## src/rtl/lab1_sweep_ctrl.sv

```systemverilog
// Sweep sequencer for the lab 1 combinational unit: walks x through 0..7,
// samples z after a settle time and checks each response against a golden table.
module lab1_sweep_ctrl #(
    parameter int          SETTLE   = 2,
    parameter logic [15:0] EXPECTED = 16'hEE13
) (
    input  logic        clk,
    input  logic        rst,
    input  logic        start,
    input  logic        abort,
    input  logic [1:0]  dut_z,
    output logic [2:0]  dut_x,
    output logic        busy,
    output logic        done,
    output logic        pass,
    output logic [15:0] result,
    output logic [3:0]  err_cnt,
    output logic [2:0]  fail_idx
);

    typedef enum logic [1:0] {
        S_IDLE,
        S_SETTLE,
        S_SAMPLE,
        S_DONE
    } state_t;

    localparam logic [3:0] SETTLE_LAST = 4'(SETTLE - 1);

    state_t     state;
    state_t     state_next;
    logic [3:0] settle_cnt;
    logic [3:0] bit_idx;
    logic [1:0] exp_z;
    logic       mismatch;
    logic       last_code;

    assign bit_idx   = {dut_x, 1'b0};
    assign exp_z     = EXPECTED[bit_idx +: 2];
    assign mismatch  = (dut_z != exp_z);
    assign last_code = (dut_x == 3'd7);

    always_ff @(posedge clk or posedge rst) begin
        if (rst) begin
            state <= S_IDLE;
        end else begin
            state <= state_next;
        end
    end

    // abort outranks start and every in-sweep transition
    always_comb begin
        state_next = state;
        case (state)
            S_IDLE: begin
                if (start && !abort) begin
                    state_next = S_SETTLE;
                end
            end
            S_SETTLE: begin
                if (abort) begin
                    state_next = S_IDLE;
                end else if (settle_cnt == SETTLE_LAST) begin
                    state_next = S_SAMPLE;
                end
            end
            S_SAMPLE: begin
                if (abort) begin
                    state_next = S_IDLE;
                end else if (last_code) begin
                    state_next = S_DONE;
                end else begin
                    state_next = S_SETTLE;
                end
            end
            S_DONE: begin
                state_next = S_IDLE;
            end
            default: begin
                state_next = S_IDLE;
            end
        endcase
    end

    // busy/done are registered copies of the next state so they carry no input-to-output path
    always_ff @(posedge clk or posedge rst) begin
        if (rst) begin
            dut_x      <= 3'd0;
            busy       <= 1'b0;
            done       <= 1'b0;
            pass       <= 1'b0;
            result     <= 16'h0000;
            err_cnt    <= 4'd0;
            fail_idx   <= 3'd0;
            settle_cnt <= 4'd0;
        end else begin
            busy <= (state_next != S_IDLE);
            done <= (state_next == S_DONE);
            case (state)
                S_IDLE: begin
                    if (start && !abort) begin
                        dut_x      <= 3'd0;
                        settle_cnt <= 4'd0;
                        result     <= 16'h0000;
                        err_cnt    <= 4'd0;
                        fail_idx   <= 3'd0;
                        pass       <= 1'b0;
                    end
                end
                S_SETTLE: begin
                    if (abort) begin
                        dut_x      <= 3'd0;
                        settle_cnt <= 4'd0;
                    end else begin
                        settle_cnt <= settle_cnt + 4'd1;
                    end
                end
                S_SAMPLE: begin
                    if (abort) begin
                        dut_x <= 3'd0;
                    end else begin
                        result[bit_idx +: 2] <= dut_z;
                        if (mismatch) begin
                            err_cnt <= err_cnt + 4'd1;
                            if (err_cnt == 4'd0) begin
                                fail_idx <= dut_x;
                            end
                        end
                        // pass is settled here so it is valid alongside the done pulse
                        if (last_code) begin
                            pass <= (err_cnt == 4'd0) && !mismatch;
                        end else begin
                            dut_x      <= dut_x + 3'd1;
                            settle_cnt <= 4'd0;
                        end
                    end
                end
                S_DONE: begin
                    dut_x <= 3'd0;
                    if (abort) begin
                        pass <= 1'b0;
                    end
                end
                default: begin
                    dut_x <= 3'd0;
                end
            endcase
        end
    end

endmodule
```

## config.mk

```make
export PLATFORM = sky130hd
export DESIGN_NAME = lab1_sweep_ctrl
export DESIGN_NICKNAME = d
export VERILOG_FILES = /design/src/rtl/lab1_sweep_ctrl.sv
export SDC_FILE = /design/constraint.sdc
export NUM_CORES = 1
export LEC_CHECK = 0
export CORE_UTILIZATION = 52
export CTS_CLUSTER_SIZE = 12
export DETAILED_ROUTE_END_ITERATION = 8
export PLACE_DENSITY = 0.79
export RECOVER_POWER = 100
export SETUP_SLACK_MARGIN = 0.02
export SYNTH_ARGS = -nofsm -noshare
export SYNTH_HDL_FRONTEND = slang
export SYNTH_SLANG_ARGS = --single-unit
```

## constraint.sdc

```tcl
create_clock -name clk -period 2.6 [get_ports clk]
set_clock_uncertainty 0.2 [all_clocks]
set_input_delay 0.26 -clock clk [delete_from_list [all_inputs] [get_ports clk]]
set_output_delay 0.26 -clock clk [all_outputs]
set_load 0.005 [all_outputs]
```

# ---- Word-level counts from Yosys, hierarchy flattened
# Cells that the tools add are included.
dict set report classes {
  n_addsub 4
  eq_ne 16
  shift 3
  mux 32
  n_reduce_logical 16
}
# operator n
set ops {}
lappend ops {{16-bit 2-to-1 mux} 2}
lappend ops {{16-bit one-hot mux with 2 select lines} 1}
lappend ops {{4-bit 2-to-1 mux} 6}
lappend ops {{3-bit 2-to-1 mux} 7}
lappend ops {{16-bit bitwise mux} 1}
lappend ops {{2-bit inequality test, second input constant} 8}
lappend ops {{2-bit by 6-bit variable shift with 16-bit output, first input constant} 1}
lappend ops {{16-bit by 5-bit variable part select with 2-bit output, first input constant} 1}
lappend ops {{2-bit by 6-bit variable part select with 16-bit output} 1}
lappend ops {{3-bit one-hot mux with 4 select lines} 1}
lappend ops {{4-bit one-hot mux with 3 select lines} 1}
lappend ops {{2-bit 2-to-1 mux} 5}
lappend ops {{5-bit AND reduction} 2}
lappend ops {{4-bit by 1-bit adder with 4-bit output, second input constant} 2}
lappend ops {{2-bit one-hot mux with 4 select lines} 1}
lappend ops {{4-bit one-hot mux with 2 select lines} 1}
lappend ops {{4-bit AND reduction} 2}
lappend ops {{2-bit equality test, second input constant} 3}
lappend ops {{4-bit negation with 6-bit output} 1}
lappend ops {{3-bit one-hot mux with 2 select lines} 1}
lappend ops {{3-bit AND reduction} 2}
lappend ops {{3-bit nonzero test} 2}
lappend ops {{4-bit by 1-bit equality test with 1-bit output, second input constant} 1}
lappend ops {{4-bit zero test} 1}
lappend ops {{other kinds (11)} 17}
dict set report word_totals {
  ff_bits 35
  input_bits 6
  out_inout_bits 29
  word_cells 80
}

# ---- Depth between registers and ports, before layout
dict set report logic_depth {
  word_depth 7
  mapped_depth 9
  ltp_nobuf 8
}

# ---- Least setup slack after synthesis
# OpenSTA, ideal clock, no wires.
dict set report synth_timing {
  path_type {reg-to-reg}
  startpoint {reg dut_x[0]}
  endpoint {reg result[8]}
  setup_ps 130
  arrival_time_ps 1976
  required_time_ps 2270
  setup_slack_ps 294
  stages_incl_launch_ff 10
  n_path_buf 2
  synth_period_minus_slack_ps 2306
  path_cell_list {dfrtp_1 > buf_2 > inv_1 > ha_1 > inv_1 > ha_1 > clkbuf_1 > or2_0 > o41ai_1 > a21oi_1}
}
dict set report synth_between {
  elab_chain_len 5
  elab_cells_between_ends 6
  cone_classes {add/sub (1); shift (2); mux (3)}
}
# item line
set synth_rtl {}
lappend synth_rtl {{start, declared} 12} ;# output logic [2:0] dut_x,
lappend synth_rtl {{start signal, assigned} 133} ;# dut_x <= dut_x + 3'd1;
lappend synth_rtl {{4-bit negation with 6-bit output *} 122} ;# result[bit_idx +: 2] <= dut_z;
lappend synth_rtl {{2-bit by 6-bit variable part select with 16-bit output or 2-bit by 6-bit variable shift with 16-bit output (tied branches)} 122}
lappend synth_rtl {{16-bit bitwise mux *} 122}
lappend synth_rtl {{16-bit 2-to-1 mux *} 119} ;# if (abort) begin
lappend synth_rtl {{16-bit one-hot mux with 2 select lines *} 99} ;# case (state)
lappend synth_rtl {{end signal, assigned by index} 122}
lappend synth_rtl {{end, declared} 16} ;# output logic [15:0] result,
# Mark *: on every way between the ends. The rest lies on a longest branch, timed or not. The select of a mux whose other input is x is not followed.
# A chain may end at the register's enable or synchronous reset.

# ---- Worst setup path in the final report
dict set report layout_timing {
  startpoint {reg dut_x[1]}
  endpoint {reg result[13]}
}
# The elaborated chain is that of the path after synthesis.

==> results by group <==
Run status
  – Status: complete, no violations

Setup path
  – Req. time, crit path: 2.58 ns
  – Kind of critical path: reg -> reg
  – Reg2Reg Setup Slack: between 0.2 and 0.25 ns
  – Worst Setup Start Kind: register
  – Reg-to-Reg Start: dut_x[1]
  – CP endpoint kind: register
  – Data arrival time of the worst path: 2.37 ns
  – Critical R2R Capture: result[13]
  – Crit-path max FO: 11
  – Reg2Reg Depth: 8

Pwr
  – IR Drop Worst-Case VDD: 0.3917 mV
  – Pleak: 1.166 nW
  – Pwr dens: 477.1 nW/µm²

Placement
  – Port Buf Inserts: 34
  – GP Congestion: a little under 0.9
  – Inst Count DP: 279
  – Setup WS pre-CTS: 0.2447 ns
  – Area post-placement: between 2000 and 2500 µm²
  – Dpl hpwl: 3451 µm

Die
  – Die Wd: 63.43 µm
  – Placeable Area: about 3500 µm²
  – Initial core utilization: 56.57%
  – IO Count: 35
  – DIE AREA: 4023 µm²
  – Site row count: 21
  – Die Ht: 63.43 µm

Synth
  – Syn nets: 215
  – Warnings, synthesis: 0
  – Post-synth EDFFs: 0
  – Yosys top cell area share: roughly 45%
  – Synth area leaders: dfrtp_1 45%, ha_1 7.0%, mux2i_1 3.6%
  – Top_reg_cell synth: dfrtp_1
  – Leading area contributor after synthesis: dfrtp_1
  – Synth Area per Inst: 9.908 µm²
  – Async SR Flop Fraction: 100.0%
  – Syn Std Cell Area: approximately 2000 µm²
  – Seq cells post-synth: 35
  – Synth cell types: 45
  – Sequential share of the synthesized area: 44.64%
  – Synth Instances: between 150 and 200

Flow run
  – Max-cap violation count: 0

Finish
  – Post-Layout Cell Count: 287
  – Share of layout cells above drive strength 1: 8.714%
  – Final net count: 257
  – Final Core Density: a little over two thirds
  – N_diodes: 0
  – Most frequent cells in the layout: 35 x dfrtp_1, 30 x dlygate4sd3_1, 18 x o21ai_0, 12 x nand2_1, 12 x nor2_1
  – Fin area: 2454 µm²
  – Commonest non-fill, non-tap cell in the layout: dfrtp_1
  – Layout area overhead: 25.06%
  – Fill cells: 263

Clocking
  – PostCTS Resize Cnt: 0
  – CTS tree: yes
  – Root Buffer: clkbuf_8
  – H-tree depth: 2
  – CTS Buffer Depth: 2
  – CTS Buf Count: 5
  – Post-CTS Repair Setup Buffers: 0
  – Hold_buf cts: 0
  – CTS clk-pin slew, worst paths: 0.07 ns
  – Clock Latency Late Sink: 0.29 ns
  – CTS sink count: 35

Global routing
  – Largest net degree at the start of global routing: 36
  – Initial antenna violation count: 0
  – First-pass GRT wire length: 8066 µm
  – All-Layer GR Usage: about a quarter
  – Vias in the first global route: 1716
  – GRT overflow: 0

STA
  – Final setup violation count: 0
  – Setup WS post-layout: 0.2080 ns
  – Post-Route Setup TNS: 0 ns
  – Slew Limit Headroom: 43.16%
  – Final Cycle Share: 92.00%
  – Final critical-path required period: 2.392 ns
  – Worst-margin pin slew: about 0.85 ns
  – Max frequency: 0.4181 GHz
  – RSZ-0062 raised after global routing: false
  – Final Hold Fails: 0
  – Slew Limit Fails: 0

Route
  – Iter 0 DRT Violations: 126
  – Avg Vias per Cell: 5.878
  – Antenna Violating Nets Remaining: 0
  – Post-route DRC: 0
  – First-pass DRT Iterations: 4
  – Average routed wire per standard cell: 16.13 µm
  – Via count: around 1.7k
  – Detailed Route WL: 4628 µm

Hold path
  – Hold endpoint: result[2]
  – Hold Path Stages: 1
  – Critical hold path startpoint: result[2]
  – Worst hold path type: reg -> reg
==> layer usage <==
| metal | vias to the layer above | wire, µm | GRT usage [%] |
|---|---|---|---|
| met3 | 9 | 163 | 4.529 |
| li1 | 810 | - | - |
| met5 | - | 0 | 0 |
| met4 | 0 | 92 | 12.78 |
| met1 | 826 | 2150 | 33.18 |
| met2 | 42 | 2221 | 42.69 |
==> synth_stat cells, types with 2 or more instances <==
cell / count
dfrtp_1: 35
ha_1: 11
nand2_1: 11
inv_1: 10
nand3_1: 10
nor2_1: 10
o21ai_0: 10
a21oi_1: 9
o21ai_1: 9
nand4_1: 8
a22o_1: 7
mux2i_1: 7
buf_2: 4
clkbuf_1: 4
nand2b_1: 4
nor3_1: 4
nor3b_1: 4
o2bb2ai_1: 4
a21o_1: 3
nor2_4: 2
nor4_2: 2
o211ai_1: 2
o21bai_1: 2
o22ai_1: 2
o41ai_1: 2
or2_1: 2
or4_1: 2
==> kinds of logic (layout without fill, tap and decap cells) <==
| kind of cell | after synthesis | in the layout | share of synthesized area (%) |
|---|---|---|---|
| flip-flops | 35 | 35 | 44.64 |
| XOR/XNOR | 2 | 2 | 1.658 |
| AO/OA/AOI/OAI | 54 | 54 | 17.86 |
| multiplexers | 8 | 8 | 4.146 |
| AND/OR/NAND/NOR | 70 | 70 | 20.98 |
| adder cells (fa/ha/maj) | 11 | 11 | 7.015 |
| buffers and inverters | 18 | 61 | 3.699 |
==> cell type report <==
cell class                 instances  area, µm²  area share (%)
sequential                        35      875.8           35.70
tap                               46      57.56           2.346
clock inverter                     1      5.005          0.2040
inverter                          10      37.54           1.530
multi-input combinational        145      996.0           40.59
timing repair buffer              43      405.4           16.52
clock buffer                       7      76.32           3.111
==> state kept, by name, summed over array words and instances, names as in the netlist <==
register    count
err_cnt         4
fail_idx        3
dut_x           3
done            1
settle_cnt      4
state           2
pass            1
result         16
busy            1
==> worst max-delay path: stages (launching register included) <==
cell and delay, ns:
dfrtp_1 0.46, inv_1 0.17, ha_1 0.17, inv_1 0.04, ha_1 0.45, o31a_1 0.35, a21o_1 0.17, nand2_1 0.07
a22o_1 0.21
==> metrics by stage <==
step,power (mW),hold slack [ns]
3_5_place_dp,0.8115,0.2783
4_1_cts,1.188,0.1742
3_3_place_gp,0.7985,0.2628
6_report,1.171,0.2869
5_1_grt,1.226,0.3154
2_1_floorplan,0.7382,0.1976
==> where the power goes <==
part	leakage, nW	total (mW)	switching [mW]	internal, mW
clock network	0.0422	0.378	0.190	0.188
logic	0.638	0.197	0.120	0.0772
registers	0.485	0.596	0.0322	0.563
==> worst max path at each step <==
stage | from | to | slack [ns] | cells past startpoint
after CTS | dut_x[1] | result[13] | 0.23 | 8
after global routing | dut_x[1] | result[15] | 0.04 | 8
after detailed placement | dut_x[1] | result[13] | 0.24 | 8
after global placement | dut_x[0] | dut_x[0] | 0.34 | 6
final | dut_x[1] | result[13] | 0.21 | 8
after floorplan | dut_x[0] | result[8] | 0.29 | 9
(Power assumes the default switching activity.)
